`src/rtl/encoder_seq.sv`:
```
// Sequential priority encoder: captures an N-line vector and emits the index of each set line,
// lowest first, one per output handshake. Latency 1 cycle; output held stable under backpressure.
module encoder_seq #(
   parameter  int N = 4,
   localparam int W = $clog2(N)
) (
   input  logic         clk,
   input  logic         rst_n,
   input  logic         en,
   input  logic         in_valid,
   output logic         in_ready,
   input  logic [N-1:0] d,
   output logic         out_valid,
   input  logic         out_ready,
   output logic [W-1:0] y,
   output logic         last
);

   localparam logic [0:0] ST_IDLE = 1'b0;
   localparam logic [0:0] ST_EMIT = 1'b1;

   logic [0:0]   state_q, state_d;
   logic [N-1:0] pending_q, pending_d;

   logic [W-1:0] low_idx;
   logic [N-1:0] low_onehot;
   logic         single_bit;

   // Descending scan so the lowest set bit is the final assignment.
   always_comb begin
      low_idx = '0;
      for (int i = N - 1; i >= 0; i--) begin
         if (pending_q[i]) begin
            low_idx = W'(i);
         end
      end
   end

   assign low_onehot = N'(1) << low_idx;
   assign single_bit = (pending_q != '0) && ((pending_q & (pending_q - N'(1))) == '0);

   always_comb begin
      state_d   = state_q;
      pending_d = pending_q;
      case (state_q)
         ST_IDLE: begin
            // Disabled or empty vectors are consumed without producing output.
            if (in_valid && en && (d != '0)) begin
               pending_d = d;
               state_d   = ST_EMIT;
            end
         end
         ST_EMIT: begin
            if (out_ready) begin
               pending_d = pending_q & ~low_onehot;
               if (single_bit) begin
                  state_d = ST_IDLE;
               end
            end
         end
         default: begin
            state_d   = ST_IDLE;
            pending_d = '0;
         end
      endcase
   end

   always_ff @(posedge clk or negedge rst_n) begin
      if (!rst_n) begin
         state_q   <= ST_IDLE;
         pending_q <= '0;
      end else begin
         state_q   <= state_d;
         pending_q <= pending_d;
      end
   end

   assign in_ready  = (state_q == ST_IDLE);
   assign out_valid = (state_q == ST_EMIT);
   assign y         = out_valid ? low_idx : '0;
   assign last      = out_valid & single_bit;

endmodule

```
`config.mk`:
```
export PLATFORM = sky130hd
export DESIGN_NAME = encoder_seq
export DESIGN_NICKNAME = d
export VERILOG_FILES = /design/src/rtl/encoder_seq.sv
export SDC_FILE = /design/constraint.sdc
export NUM_CORES = 1
export LEC_CHECK = 0
export CORE_AREA = 2 2 39 41
export DETAILED_ROUTE_END_ITERATION = 10
export DIE_AREA = 0 0 41 43
export PLACE_DENSITY_LB_ADDON = 0.1
export RECOVER_POWER = 50
export SYNTH_ARGS = -nofsm -noshare
export SYNTH_HDL_FRONTEND = slang
export SYNTH_SLANG_ARGS = --single-unit
```
`constraint.sdc`:
```
create_clock -name clk -period 1.5 [get_ports clk]
set_input_delay 0.375 -clock clk [delete_from_list [all_inputs] [get_ports clk]]
set_output_delay 0.375 -clock clk [all_outputs]
set_load 0.02 [all_outputs]
```
==> Yosys cells after proc, flatten, opt, wreduce, memory -nomap -nowiden <==
Cells that the tools add are included.
{ "totals": {"in_bits": 9, "ff_bits": 5, "elab_cells": 30} }
{ "op_classes": {"n_eq_ne": 2, "mux": 12, "n_reduce_logical": 7, "shift": 1, "bitwise_logic": 5, "addsub": 1} }
{ "op_table": {"columns": ["op", "count"], "rows": [
  ["$mux 2", 5],
  ["$and 4x4->4", 2],
  ["$mux 4", 2],
  ["$pmux 4 s2", 1],
  ["$reduce_bool 4->1", 2],
  ["$logic_not 4->1", 1],
  ["$not 4->4", 1],
  ["$shl 1x2->4 const A", 1],
  ["$sub 4x1->4 const B", 1],
  ["$logic_and 1x1->1", 3],
  ["$mux 1", 3],
  ["$ne 2x1->1 const B", 1],
  ["$ne 2x2->1 const B", 1],
  ["$pmux 1 s2", 1],
  ["$reduce_and 2->1", 1],
  ["$and 1x1->1", 1],
  ["$not 1->1", 1]
]} }

==> Longest topological paths before layout <==
{ "logic_depth": {"ltp_word": 9, "ltp_mapped": 4, "ltp_nobuf": 3} }

==> Worst setup path after synthesis <==
OpenSTA, ideal clock, no wires.
{ "synth_timing": {"kind": "register -> output", "startpoint": "register state_q, in the netlist out_valid", "endpoint": "output port y[1]", "arrival_ps": 1446, "n_path_buf": 0, "path_stages_with_launch": 3, "setup_slack_ps": -321, "path_cell_list": "dfrtp_1 inv_1 nor4_1"} }
{ "synth_between": {"elab_chain_len": 1} }
{ "synth_lines": {"columns": ["element", "line", "source"], "rows": [
  ["start, declared", "22", "logic [0:0] state_q, state_d;"],
  ["start signal, assigned", "73", "state_q <= state_d;"],
  ["$mux 2", "80", "assign y = out_valid ? low_idx : '0;"],
  ["end, declared", "15", "output logic [W-1:0] y,"]
]} }
Every way passes these cells.

==> Worst setup path in the final report <==
{ "layout_timing": {"startpoint": "register pending_q[0]", "endpoint": "output port last"} }
{ "layout_between": {"elab_chain_len": 5, "word_cells_on_any_way": 6, "classes_between": "1 x add/sub; 2 x bitwise; 3 x reduce/logical"} }
{ "layout_lines": {"columns": ["element", "line", "source"], "rows": [
  ["start, declared", "23", "logic [N-1:0] pending_q, pending_d;"],
  ["start signal, assigned", "74", "pending_q <= pending_d;"],
  ["$sub 4x1->4", "40", "assign single_bit = (pending_q != '0) && ((pending_q & (pending_q - N'(1))) == '0);"],
  ["$and 4x4->4", "40", null],
  ["$logic_not 4->1", "40", null],
  ["$logic_and 1x1->1 *", "40", null],
  ["$and 1x1->1 *", "81", "assign last = out_valid & single_bit;"],
  ["end, declared", "16", "output logic last"]
]} }
Every way passes the cells marked *; elsewhere a longest branch is shown, timed or not.

==> impl_metrics.py <==
metrics = {
    "critical_path": {
        "endpoint_kind": "output pin",
        "crit_chain": "xor2_1, a211oi_2, nor2_1, buf_4",
        "path_class": "reg2out",
        "ff2ff_setup_slack_ns": 0.20,
        "cpMaxStageDelayCell": "dfrtp_2",
        "cp.depth": 4,
        "cp_slowest_stage_delay_ns": 0.47,
        "cp-start-kind": "register",
        "crit_required_ns": 1.12,
        "critPathTopFamily": "flip-flops",
        "rr_worst_depth": 4,
        "worstPathMaxFanout": 5,
        "worst-path-buf-inv": 1,
        "crit_arrival_ns": 1.32,
    },
    "global_route": {
        "antenna_found_initial": 0,
        "grt_start_max_net_pins": 8,
        "grt_pass1_wl_um": 1810,
        "track_usage": 0.154,
        "overflow": 0,
        "grt_pass1_vias": 449,
    },
    "power_and_ir_drop": {
        "totalPowerFinal_uw": 1410,
        "p_per_area_nw_per_um2": 2090,
        "p_leak_uw": 0.000285,
        "vdd_drop_max_uv": 613,
    },
    "finish": {
        "layout_common_cells": "buf_4, clkdlybuf4s50_1, nand2_1, o211ai_1",
        "syn_to_final_growth_pct": 81.4,
        "utilization": 0.486,
        "final_nets": 78,
        "final_common_cell": "buf_4",
        "drive_gt1_frac": 0.529,
        "n_antenna_cell": 0,
        "n_fill_cell": 146,
        "multiInputGateArea_um2": 253,
        "regArea_um2": 129,
    },
    "floorplan": {
        "fp-row-count": 14,
        "die_y_um": 43,
        "coreArea_um2": 1380,
        "die_x_um": 41,
        "fp.dieArea_um2": 1760,
        "start_util": 0.268,
        "ioPinCount": 14,
    },
    "routing": {
        "wl_per_cell_um": 12.9,
        "vias_per_cell": 5.07,
        "drtIter0Drc": 3,
        "wl_um": 1080,
        "ant_nets": 0,
        "dr_total_vias": 426,
        "detailedRoute.firstPassIterationCount": 3,
        "drc_errors": 0,
    },
    "sta": {
        "hold_slack_ns": 0.421,
        "tns_ns": -0.450,
        "worst_slack_ns": -0.194,
        "period_needed_ns": 1.69,
        "slew_headroom": 0.720,
        "rsz0062_at_grt": "yes",
        "finClkSkew_ns": 0.00253,
        "worst_pin_slew_ns": 0.416,
        "max_freq_mhz": 590,
        "post-route-period-util": 1.13,
        "drv_slew": 0,
        "hold_viol_final": 0,
        "finalSetupViolCount": 3,
    },
    "synthesis": {
        "synthTopCellsByArea": "dfrtp_1, o211ai_1, nor4_4, nand2_1, nor4b_2",
        "netlist_area_um2": 370,
        "ys_types": 25,
        "yosysTopAreaCell": "dfrtp_1",
        "ys_ff_latch": 5,
        "postSynthCellCount": 39,
        "syn_avg_cell_area_um2": 9.50,
        "yosys_warnings": 0,
        "synthesis.nets": 48,
        "ys_seq_area_frac": 0.338,
        "yosysTopAreaCellShare": 0.338,
    },
    "cts": {
        "cts_buffers": 3,
        "htree_levels": 1,
        "clockBufferDepth": 2,
        "clk_pin_slew_ns": 0.04,
        "clock-root-buffer": "clkbuf_4",
        "insertion_delay_ns": 0.24,
        "cts.sinks": 5,
        "cts_tree": "built",
    },
    "outcome": {
        "status": "finished, violations left",
        "failed_checks": "negative setup slack",
    },
    "placed_design": {
        "dpl_worst_slack_ns": -0.440,
        "port_buffers": 13,
        "gp_congestion": 0.794,
        "dpl.hpwl_um": 856,
    },
    "min_path": {
        "hp-class": "in2async",
    },
    "job": {
        "drv_cap": 0,
    },
}
==> state kept, by name (all words and copies together) (netlist names) <==
| name | count |
|---|---|
| out_valid | 1 |
| pending_q | 4 |
==> cells in the mapped netlist, drive strengths merged <==
cell type / number
dfrtp: 5
nand2: 4
o211ai: 4
buf: 3
nor2: 3
inv: 2
nand3: 2
nor4: 2
nor4b: 2
a211oi: 1
a21oi: 1
a2bb2oi: 1
a32o: 1
a32oi: 1
and3b: 1
nand2b: 1
nand3b: 1
nor3: 1
o21ai: 1
o311ai: 1
xor2: 1
==> cell families (layout without fill, tap and decap cells) <==
family	after synthesis	after routing	synth area share
compound gates	11	11	0.240
xor+xnor	1	1	0.0237
buf+inv	5	34	0.0845
simple gates	17	17	0.314
flops	5	5	0.338
==> worst register-to-register path: cells and delay by family, from the launching register on <==
family                 cells  cell delay [ns]
AOI/OAI and AO/OA          1             0.32
buffers and inverters      2             0.29
DFF                        1             0.44
and+or+nand+nor            1             0.12
==> per-stage QoR <==
| stage | instances | instance area [um^2] |
|---|---|---|
| after floorplan | 39 | 382 |
| after global placement | 78 | 606 |
| after detailed placement | 78 | 606 |
| after CTS | 82 | 636 |
| after global routing | 84 | 672 |
| final | 84 | 672 |
==> worst paths after layout <==
check	end	start
min reg2reg	pending_q[1]$_DFFE_PN0P_	out_valid$_DFF_PN0_
min in group clk	pending_q[1]$_DFFE_PN0P_	out_valid$_DFF_PN0_
min	pending_q[2]$_DFFE_PN0P_	rst_n
max reg2reg	pending_q[3]$_DFFE_PN0P_	pending_q[1]$_DFFE_PN0P_
max	last	pending_q[0]$_DFFE_PN0P_
max in group asynchronous	pending_q[1]$_DFFE_PN0P_	rst_n
==> power by group <==
part / switching (uW) / internal, uW
Sequential: 115 / 204
Combinational: 429 / 508
Clock: 50.5 / 100
Total: 594 / 813
==> area by class of cell <==
cell class / instances / share of cell area
multi-input cells: 29 / 0.376
inverters: 2 / 0.0112
repair buffers: 28 / 0.352
flip-flops and latches: 5 / 0.192
well taps: 16 / 0.0298
clock buffers: 4 / 0.0391
==> repair_timing <==
action | 4_1_cts | 5_1_grt
setup endpoints to repair | 5 | 5
hold endpoints to repair | 0 | 0
hold buffers | 0 | 0
pin swaps | 2 | 1
setup buffers | 0 | 2
resized for setup | 23 | 13
==> layer usage <==
layer  part of all wire  vias to the layer above  GRT usage  routed length [um]
met5                  0                        -          0                   0
met4              0.020                        0      0.113                  22
met3              0.023                        2     0.0262                  25
met2               0.58                        9      0.253                 631
met1               0.37                      205      0.162                 404
li1                   -                      210          -                   -
Note: power is estimated with default switching activity, not from simulation.
